## src/rtl/ysyx_25040109_pkg.sv

```systemverilog
// Shared types for the two-master memory arbiter.
package ysyx_25040109_pkg;

  localparam int unsigned ADDR_W = 32;
  localparam int unsigned DATA_W = 32;
  localparam int unsigned WLEN_W = 3;
  // Wide enough for the largest legal burst limit (15).
  localparam int unsigned CNT_W  = 4;

  typedef enum logic [1:0] {
    ST_IDLE = 2'd0,
    ST_REQ  = 2'd1,
    ST_RESP = 2'd2
  } state_e;

  typedef enum logic [1:0] {
    OWN_IFU   = 2'd0,
    OWN_LSU_R = 2'd1,
    OWN_LSU_W = 2'd2
  } owner_e;

  // Fields held stable on the memory request port for one transaction.
  typedef struct packed {
    logic              we;
    logic [ADDR_W-1:0] addr;
    logic [DATA_W-1:0] wdata;
    logic [WLEN_W-1:0] wlen;
  } mem_req_t;

endpackage

```

## src/rtl/ysyx_25040109_prio_sel.sv

```systemverilog
// Combinational winner select: store > load > fetch, unless fetch is starved.
module ysyx_25040109_prio_sel
  import ysyx_25040109_pkg::*;
(
  input  logic   ifu_valid,
  input  logic   lsu_r_valid,
  input  logic   lsu_w_valid,
  input  logic   ifu_starved,
  output logic   any_valid_c,
  output owner_e winner_c
);

  // Starved fetch overrides the fixed priority order.
  always_comb begin
    any_valid_c = ifu_valid | lsu_r_valid | lsu_w_valid;
    winner_c    = OWN_IFU;
    if (ifu_valid && ifu_starved) begin
      winner_c = OWN_IFU;
    end else if (lsu_w_valid) begin
      winner_c = OWN_LSU_W;
    end else if (lsu_r_valid) begin
      winner_c = OWN_LSU_R;
    end else begin
      winner_c = OWN_IFU;
    end
  end

endmodule

```

## src/rtl/ysyx_25040109_mem_arbiter.sv

```systemverilog
// Serialises IFU fetches, LSU loads and LSU stores onto one memory port.
module ysyx_25040109_mem_arbiter
  import ysyx_25040109_pkg::*;
#(
  parameter int unsigned LSU_BURST_MAX = 4
) (
  input  logic              clk,
  input  logic              rst,
  input  logic [ADDR_W-1:0] imem_addr,
  input  logic              imem_valid,
  output logic              imem_ready,
  output logic [DATA_W-1:0] imem_rdata,
  output logic              imem_rdata_valid,
  input  logic              imem_rdata_ready,
  input  logic [ADDR_W-1:0] dmem_raddr,
  input  logic              dmem_rvalid,
  output logic              dmem_rready,
  output logic [DATA_W-1:0] dmem_rdata,
  output logic              dmem_rdata_valid,
  input  logic              dmem_rdata_ready,
  input  logic [ADDR_W-1:0] dmem_waddr,
  input  logic [DATA_W-1:0] dmem_wdata,
  input  logic [WLEN_W-1:0] dmem_wlen,
  input  logic              dmem_wvalid,
  output logic              dmem_wready,
  output logic              mem_req_valid,
  input  logic              mem_req_ready,
  output logic              mem_req_we,
  output logic [ADDR_W-1:0] mem_req_addr,
  output logic [DATA_W-1:0] mem_req_wdata,
  output logic [WLEN_W-1:0] mem_req_wlen,
  input  logic              mem_resp_valid,
  input  logic [DATA_W-1:0] mem_resp_rdata,
  output logic              mem_resp_ready,
  output logic              busy
);

  state_e             state_q;
  state_e             state_d;
  owner_e             owner_q;
  mem_req_t           req_q;
  mem_req_t           req_new_c;
  logic [CNT_W-1:0]   lsu_cnt;
  logic               ifu_starved;
  logic               any_valid_c;
  owner_e             win_c;

  assign ifu_starved = (lsu_cnt == CNT_W'(LSU_BURST_MAX));

  ysyx_25040109_prio_sel u_prio_sel (
    .ifu_valid   (imem_valid),
    .lsu_r_valid (dmem_rvalid),
    .lsu_w_valid (dmem_wvalid),
    .ifu_starved (ifu_starved),
    .any_valid_c (any_valid_c),
    .winner_c    (win_c)
  );

  // Request fields captured from the winning channel; reads carry no write payload.
  always_comb begin
    req_new_c = '0;
    case (win_c)
      OWN_LSU_W: begin
        req_new_c.we    = 1'b1;
        req_new_c.addr  = dmem_waddr;
        req_new_c.wdata = dmem_wdata;
        req_new_c.wlen  = dmem_wlen;
      end
      OWN_LSU_R: req_new_c.addr = dmem_raddr;
      default:   req_new_c.addr = imem_addr;
    endcase
  end

  // FSM state register.
  always_ff @(posedge clk or negedge rst) begin
    if (!rst) begin
      state_q <= ST_IDLE;
    end else begin
      state_q <= state_d;
    end
  end

  // Grant bookkeeping: owner, latched request and fetch-starvation counter.
  always_ff @(posedge clk or negedge rst) begin
    if (!rst) begin
      owner_q <= OWN_IFU;
      req_q   <= '0;
      lsu_cnt <= '0;
    end else if (state_q == ST_IDLE && any_valid_c) begin
      owner_q <= win_c;
      req_q   <= req_new_c;
      if (win_c != OWN_IFU && imem_valid) begin
        if (!ifu_starved) begin
          lsu_cnt <= CNT_W'(lsu_cnt + 1'b1);
        end
      end else begin
        lsu_cnt <= '0;
      end
    end
  end

  // Next state plus handshake outputs; readies are masked while reset is held.
  always_comb begin
    state_d          = state_q;
    imem_ready       = 1'b0;
    dmem_rready      = 1'b0;
    dmem_wready      = 1'b0;
    imem_rdata       = '0;
    imem_rdata_valid = 1'b0;
    dmem_rdata       = '0;
    dmem_rdata_valid = 1'b0;
    mem_req_valid    = 1'b0;
    mem_resp_ready   = 1'b0;
    case (state_q)
      ST_IDLE: begin
        if (any_valid_c) begin
          state_d     = ST_REQ;
          imem_ready  = rst && (win_c == OWN_IFU);
          dmem_rready = rst && (win_c == OWN_LSU_R);
          dmem_wready = rst && (win_c == OWN_LSU_W);
        end
      end
      ST_REQ: begin
        mem_req_valid = 1'b1;
        if (mem_req_ready) begin
          state_d = ST_RESP;
        end
      end
      ST_RESP: begin
        case (owner_q)
          OWN_IFU: begin
            imem_rdata_valid = mem_resp_valid;
            imem_rdata       = mem_resp_rdata;
            mem_resp_ready   = imem_rdata_ready;
          end
          OWN_LSU_R: begin
            dmem_rdata_valid = mem_resp_valid;
            dmem_rdata       = mem_resp_rdata;
            mem_resp_ready   = dmem_rdata_ready;
          end
          default: mem_resp_ready = 1'b1;
        endcase
        if (mem_resp_valid && mem_resp_ready) begin
          state_d = ST_IDLE;
        end
      end
      default: state_d = ST_IDLE;
    endcase
  end

  assign mem_req_we    = req_q.we;
  assign mem_req_addr  = req_q.addr;
  assign mem_req_wdata = req_q.wdata;
  assign mem_req_wlen  = req_q.wlen;
  assign busy          = (state_q != ST_IDLE);

endmodule
```

## config.mk

```make
export PLATFORM = sky130hd
export DESIGN_NAME = ysyx_25040109_mem_arbiter
export DESIGN_NICKNAME = d
export VERILOG_FILES = /design/src/rtl/ysyx_25040109_pkg.sv /design/src/rtl/ysyx_25040109_prio_sel.sv /design/src/rtl/ysyx_25040109_mem_arbiter.sv
export SDC_FILE = /design/constraint.sdc
export NUM_CORES = 1
export LEC_CHECK = 0
export ABC_AREA = 1
export CAP_MARGIN = 10
export CORE_MARGIN = 5
export CORE_UTILIZATION = 32
export DETAILED_ROUTE_END_ITERATION = 7
export HOLD_SLACK_MARGIN = 0.02
export PLACE_DENSITY = 0.78
export SYNTH_ARGS = -nofsm -noshare
export SYNTH_HDL_FRONTEND = slang
export SYNTH_SLANG_ARGS = --single-unit
```

## constraint.sdc

```tcl
create_clock -name clk -period 2 [get_ports clk]
set_input_delay 0.4 -clock clk [delete_from_list [all_inputs] [get_ports clk]]
set_output_delay 0.4 -clock clk [all_outputs]
set_load 0.05 [all_outputs]
```

Yosys cells after proc, flatten, opt, wreduce, memory -nomap -nowiden
Index checks and enable logic that the tools add are counted.
- word-level logic and storage cells: 64
- output and inout port bits: 140
- register bits after elaboration: 76
- bitwise gates (word level): 2
- multiplexer cells: 30
- add/subtract/negate cells: 1
- reduce and logical (&&, ||, !) cells: 14
- equal/unequal tests: 10
- operators by type and width (kind ; number):
    $mux 32 ; 4
    $pmux 32 s2 ; 1
    $mux 35 ; 1
    $mux 1 ; 15
    $mux 2 ; 5
    $mux 4 ; 2
    $ne 2x2->1 const B ; 4
    $logic_and 1x1->1 ; 7
    $eq 2x1->1 const B ; 3
    $logic_not 2->1 ; 3
    $pmux 2 s3 ; 1
    $add 4x1->4 const B ; 1
    $eq 2x2->1 const B ; 2
    $eq 4x3->1 const B ; 1
    $reduce_bool 2->1 ; 2
    $reduce_and 3->1 ; 1
    $or 1x1->1 ; 2
    $pmux 1 s2 ; 1
    $reduce_and 2->1 ; 1

Depth between registers and ports, before layout
- depth after elaboration: 7
- gate-level depth with buffers: 12
- mapped depth without buffers: 12

By module
From an unflattened synthesis, not the netlist that was laid out.
- cell total of the unflattened synthesis: 624
- area total of the unflattened synthesis: 4433.0 um2
- modules (own cells, without submodules) (module ; area each (um2) ; cells each ; sequential area each (um2) ; instances):
    ysyx_25040109_mem_arbiter ; 4398.0 ; 616 ; 1901.8 ; 1
    ysyx_25040109_prio_sel ; 35.0 ; 8 ; 0.0 ; 1

Worst setup path before layout
OpenSTA, ideal clock, no wires.
- kind: register -> output
- from: register state_q[0]
- to: output port imem_ready
- path slack: -0.558 ns
- arrival time: 2.158 ns
- stages on the path, launching flop included: 8
- path buffers: 2
- cell sequence: dfrtp_1 inv_2 nand2_2 inv_2 nand2_4 buf_6 buf_6 nor3_1
- word-level cells in the longest chain between the ends: 2
- ends and longest elaborated chain (element ; line ; source):
    start: declaration ; ysyx_25040109_mem_arbiter.sv:38 ; state_e state_q;
    start signal: assignment ; ysyx_25040109_mem_arbiter.sv:79 ; state_q <= state_d;
    $logic_not 2->1 ; ysyx_25040109_mem_arbiter.sv:114 ; case (state_q)
    $mux 1 ; ysyx_25040109_mem_arbiter.sv:114 ;
    end: declaration ; ysyx_25040109_mem_arbiter.sv:11 ; output logic imem_ready,
No other way between the ends.

Final worst setup path
- from: register lsu_cnt[1]
- to: output port imem_ready
- word-level cells in the longest chain between the ends: 7
- ends and longest elaborated chain (element ; line ; source):
    start: declaration ; ysyx_25040109_mem_arbiter.sv:43 ; logic [CNT_W-1:0] lsu_cnt;
    start signal: assignment ; ysyx_25040109_mem_arbiter.sv:94 ; lsu_cnt <= CNT_W'(lsu_cnt + 1'b1);
    $eq 4x3->1 ; ysyx_25040109_mem_arbiter.sv:48 ; assign ifu_starved = (lsu_cnt == CNT_W'(LSU_BURST_MAX));
    $logic_and 1x1->1 ; ysyx_25040109_prio_sel.sv:17 ; if (ifu_valid && ifu_starved) begin
    $mux 2 ; ysyx_25040109_prio_sel.sv:17 ;
    $logic_not 2->1 ; ysyx_25040109_mem_arbiter.sv:118 ; imem_ready = rst && (win_c == OWN_IFU);
    $logic_and 1x1->1 ; ysyx_25040109_mem_arbiter.sv:118 ;
    $mux 1 ; ysyx_25040109_mem_arbiter.sv:116 ; if (any_valid_c) begin
    $mux 1 ; ysyx_25040109_mem_arbiter.sv:114 ;
No other way between the ends.

==> flow_summary.rst <==
.. list-table::
   :header-rows: 1

   * - Metric
     - Value
   * - WL/cell
     - around 21 um
   * - DRT antenna net count
     - 0
   * - Peak supply drop
     - 0.001059 V
   * - Post-Route Hold Slack
     - between 0.3 and 0.4 ns
   * - Data arrival at the endpoint of the critical path
     - between 1.5 and 2 ns
   * - Clock skew
     - between 0.01 and 0.015 ns
   * - Worst min-delay path class
     - in -> async
   * - Number of clock buffers inserted by TritonCTS
     - 9
   * - Type of the worst setup path
     - reg -> out
   * - Cells traversed along the worst timing path
     - inv_1 -> ha_2 -> nand4_1 -> nand2_2 -> ha_2 -> inv_2 -> nor3_4 -> buf_12
   * - Register bit count reported by yosys
     - 76
   * - Worst path max stage delay
     - ~0.37 ns
   * - H-tree lvl count
     - 3
   * - HPWL after detailed placement
     - between 10 and 15 mm
   * - Relative area change from synthesis to final layout
     - 132.8%
   * - Slowest cell on the critical path
     - dfrtp_1
   * - Grt ovf
     - 0
   * - Via count of the first global-routing pass
     - roughly 5400
   * - Detailed router's first-iteration violation count
     - about 420
   * - Port Buf Inserts
     - 311
   * - Maximum operating frequency
     - around 450 MHz
   * - # fillers
     - 789
   * - Hold bufs inserted after CTS
     - 0
   * - Share of post-route cells with drive strength above 1
     - 0.2829
   * - Detailed-route DRC error count
     - 0
   * - Max_slew headroom
     - 0.3507
   * - Clock transition at the register clock pins on the worst setup and hold paths after CTS
     - 0.07 ns
   * - Cells after Synth
     - just under 600
   * - Buffers and inverters on the worst path
     - 3
   * - Overall track demand over capacity in global routing
     - 0.2341
   * - Reported leakage power
     - 4.663 nW
   * - Number of warning messages in the yosys log
     - 0
   * - I/O pin count
     - 312
   * - Total die area
     - roughly 0.016 mm2
   * - Wire length of the first global-routing pass
     - roughly 30 mm
   * - Core area
     - around 0.013 mm2
   * - Violations in the final reports
     - negative setup slack
   * - Smallest setup slack after layout
     - -0.2400 ns
   * - Syn Area/Cell
     - around 7.4 um2
   * - Number of rows in the core area
     - 42
   * - Crit share post-route
     - 1.120
   * - Total length of routed wires
     - 23.61 mm
   * - Worst reg-to-reg setup slack
     - -0.12 ns
   * - Pre-CTS WS
     - -0.2835 ns
   * - Bufs on Longest Clock Path
     - 2
   * - Final setup fails
     - 95
   * - Vias post-DR
     - between 5000 and 6000
   * - Hold Vio Cnt, Final
     - 0
   * - Top delay family on crit path
     - simple AND/OR/NAND/NOR gates
   * - Latest clock arrival within the worst-skew pair
     - between 0.3 and 0.4 ns
   * - Critical path launch point type
     - register
   * - Final Slew Violations
     - 0
   * - Unrepaired setup endpoints after global routing
     - yes
   * - Via density per instance
     - 5.079
   * - CP endpoint kind
     - output pin
   * - Post-synthesis cell area
     - between 0.004 and 0.005 mm2
   * - Antenna violations before repair
     - 2
   * - Share of the core filled with cells in the final layout
     - 0.7660
   * - Peak fanout along the critical path
     - 4
   * - Power density over cell area
     - approximately 1400 mW/mm2
   * - Max capacitance violation total
     - 0
   * - Total negative slack
     - -4.455 ns
   * - Root Buffer
     - clkbuf_16
   * - Yosys cell types
     - 26
   * - Measured slew at the worst slew-check pin
     - 0.9739 ns
   * - Net count reported at finish
     - 1098
   * - Horizontal die dimension
     - 127.4 um
   * - Initial Util
     - 0.3290
   * - TritonCTS clock tree
     - yes
   * - Y dimension of the die
     - roughly 130 um
   * - GP Congestion
     - approximately 0.84
   * - Crit-path most repeated cell
     - ha_2
   * - Status
     - finished, violations left
   * - Pin count of the biggest net entering global routing
     - between 80 and 90
   * - Fraction of the yosys area taken by sequential cells
     - 0.4313
   * - Number of sinks handled by clock tree synthesis
     - between 70 and 80
   * - Final period demand of the worst path
     - around 2.2 ns
   * - Initial DRT Pass Iterations
     - 5
   * - Net count after synthesis
     - approximately 770
   * - Required @ worst endpoint
     - roughly 1.6 ns
[final timing paths]
check,start,to,depth (start not counted)
worst max-delay path,lsu_cnt[1]$_DFFE_PN0P_,imem_ready,8
worst min-delay path,rst,mem_req_wdata[4]$_DFFE_PN0P_,2
worst max register to register,lsu_cnt[1]$_DFFE_PN0P_,mem_req_addr[19]$_DFFE_PN0P_,13
worst min register to register,mem_req_wdata[28]$_DFFE_PN0P_,mem_req_wdata[28]$_DFFE_PN0P_,2
max in group asynchronous,rst,owner_q[0]$_DFFE_PN0P_,2
min in group clk,mem_req_wdata[28]$_DFFE_PN0P_,mem_req_wdata[28]$_DFFE_PN0P_,2
[through the flow]
step | power, W | std cells | area (um2)
after floorplan | 0.007387 | 596 | 4494
after global placement | 0.01024 | 1064 | 8499
after detailed placement | 0.01035 | 1064 | 8499
after CTS | 0.01315 | 1087 | 9632
after global routing | 0.01457 | 1104 | 10260
final | 0.01401 | 1104 | 10260
[logic make-up after synthesis]
group                    share of synthesized area
AO/OA/AOI/OAI                              0.08229
multiplexers                               0.07265
adder cells (fa/ha/maj)                    0.01419
AND/OR/NAND/NOR                             0.2968
flip-flops                                  0.4313
buffers and inverters                       0.1027
[final cells by class]
class	instances	area (um2)	share of cell area
timing repair buffer	358	4611	0.4492
multi-input combinational	424	3009	0.2932
sequential	76	1903	0.1854
clock buffer	10	239.0	0.02328
tap	176	220.2	0.02145
inverter	52	207.7	0.02023
clock inverter	6	70.07	0.006826
antenna	2	5.005	0.0004876
[layer usage]
| layer | wire length (um) | global-route usage |
|---|---|---|
| met5 | 0 | 0 |
| met4 | 888 | 0.08896 |
| met3 | 2331 | 0.06553 |
| met2 | 12170 | 0.4209 |
| met1 | 8216 | 0.2621 |
[placed cells by master (no fill, tap or decap), types with 12 or more instances in the layout]
master / netlist / final
buf_12: 0 / 79
buf_4: 2 / 22
clkbuf_16: 0 / 21
clkdlybuf4s50_1: 0 / 233
dfrtp_1: 76 / 75
inv_1: 48 / 43
mux2i_1: 32 / 32
nand2_1: 226 / 195
nand2_2: 2 / 21
nand2_4: 1 / 12
nor3_4: 0 / 67
o21ai_0: 64 / 31
o21ai_1: 6 / 39
[synthesized netlist by cell type]
| master | n | area share |
|---|---|---|
| buf_2 | 19 | 0.022 |
| nand3_1 | 4 | 0.0045 |
| or2_2 | 1 | 0.0014 |
| nor2_2 | 2 | 0.0028 |
| inv_2 | 4 | 0.0034 |
| clkbuf_1 | 12 | 0.010 |
| a21oi_1 | 1 | 0.0011 |
| nor3_1 | 67 | 0.076 |
| nand2_4 | 1 | 0.0026 |
| nand4_1 | 2 | 0.0028 |
| buf_6 | 8 | 0.020 |
| buf_4 | 2 | 0.0034 |
| mux2i_1 | 32 | 0.073 |
| nand3b_1 | 1 | 0.0017 |
| o31ai_1 | 1 | 0.0017 |
| nand2_1 | 226 | 0.19 |
| clkbuf_2 | 1 | 0.0011 |
| nor2_1 | 8 | 0.0068 |
| o21ai_1 | 6 | 0.0068 |
| buf_1 | 2 | 0.0017 |
| o21ai_0 | 64 | 0.073 |
| dfrtp_1 | 76 | 0.43 |
| nor3b_2 | 1 | 0.0028 |
| inv_1 | 48 | 0.041 |
| nand2_2 | 2 | 0.0028 |
| ha_1 | 5 | 0.014 |
[power by group]
group | total (W) | switching [W] | internal [W]
Combinational | 0.00967 | 0.00623 | 0.00344
Clock | 0.00167 | 0.000657 | 0.00101
Sequential | 0.00267 | 0.000429 | 0.00224
Total | 0.0140 | 0.00732 | 0.00669
[what timing repair did]
action / CTS / global route
gates cloned: 4 / 14
resized for setup: 157 / 90
setup buffers: 3 / 2
setup endpoints to repair: 65 / 120
pin swaps: 13 / 27
[registers in the layout (all words and copies together) (netlist names)]
name,cells
lsu_cnt,4
mem_req_addr,32
mem_req_wdata,32
mem_req_we,1
mem_req_wlen,3
owner_q,2
state_q,2
No activity file was read; power rests on OpenSTA's default activity.
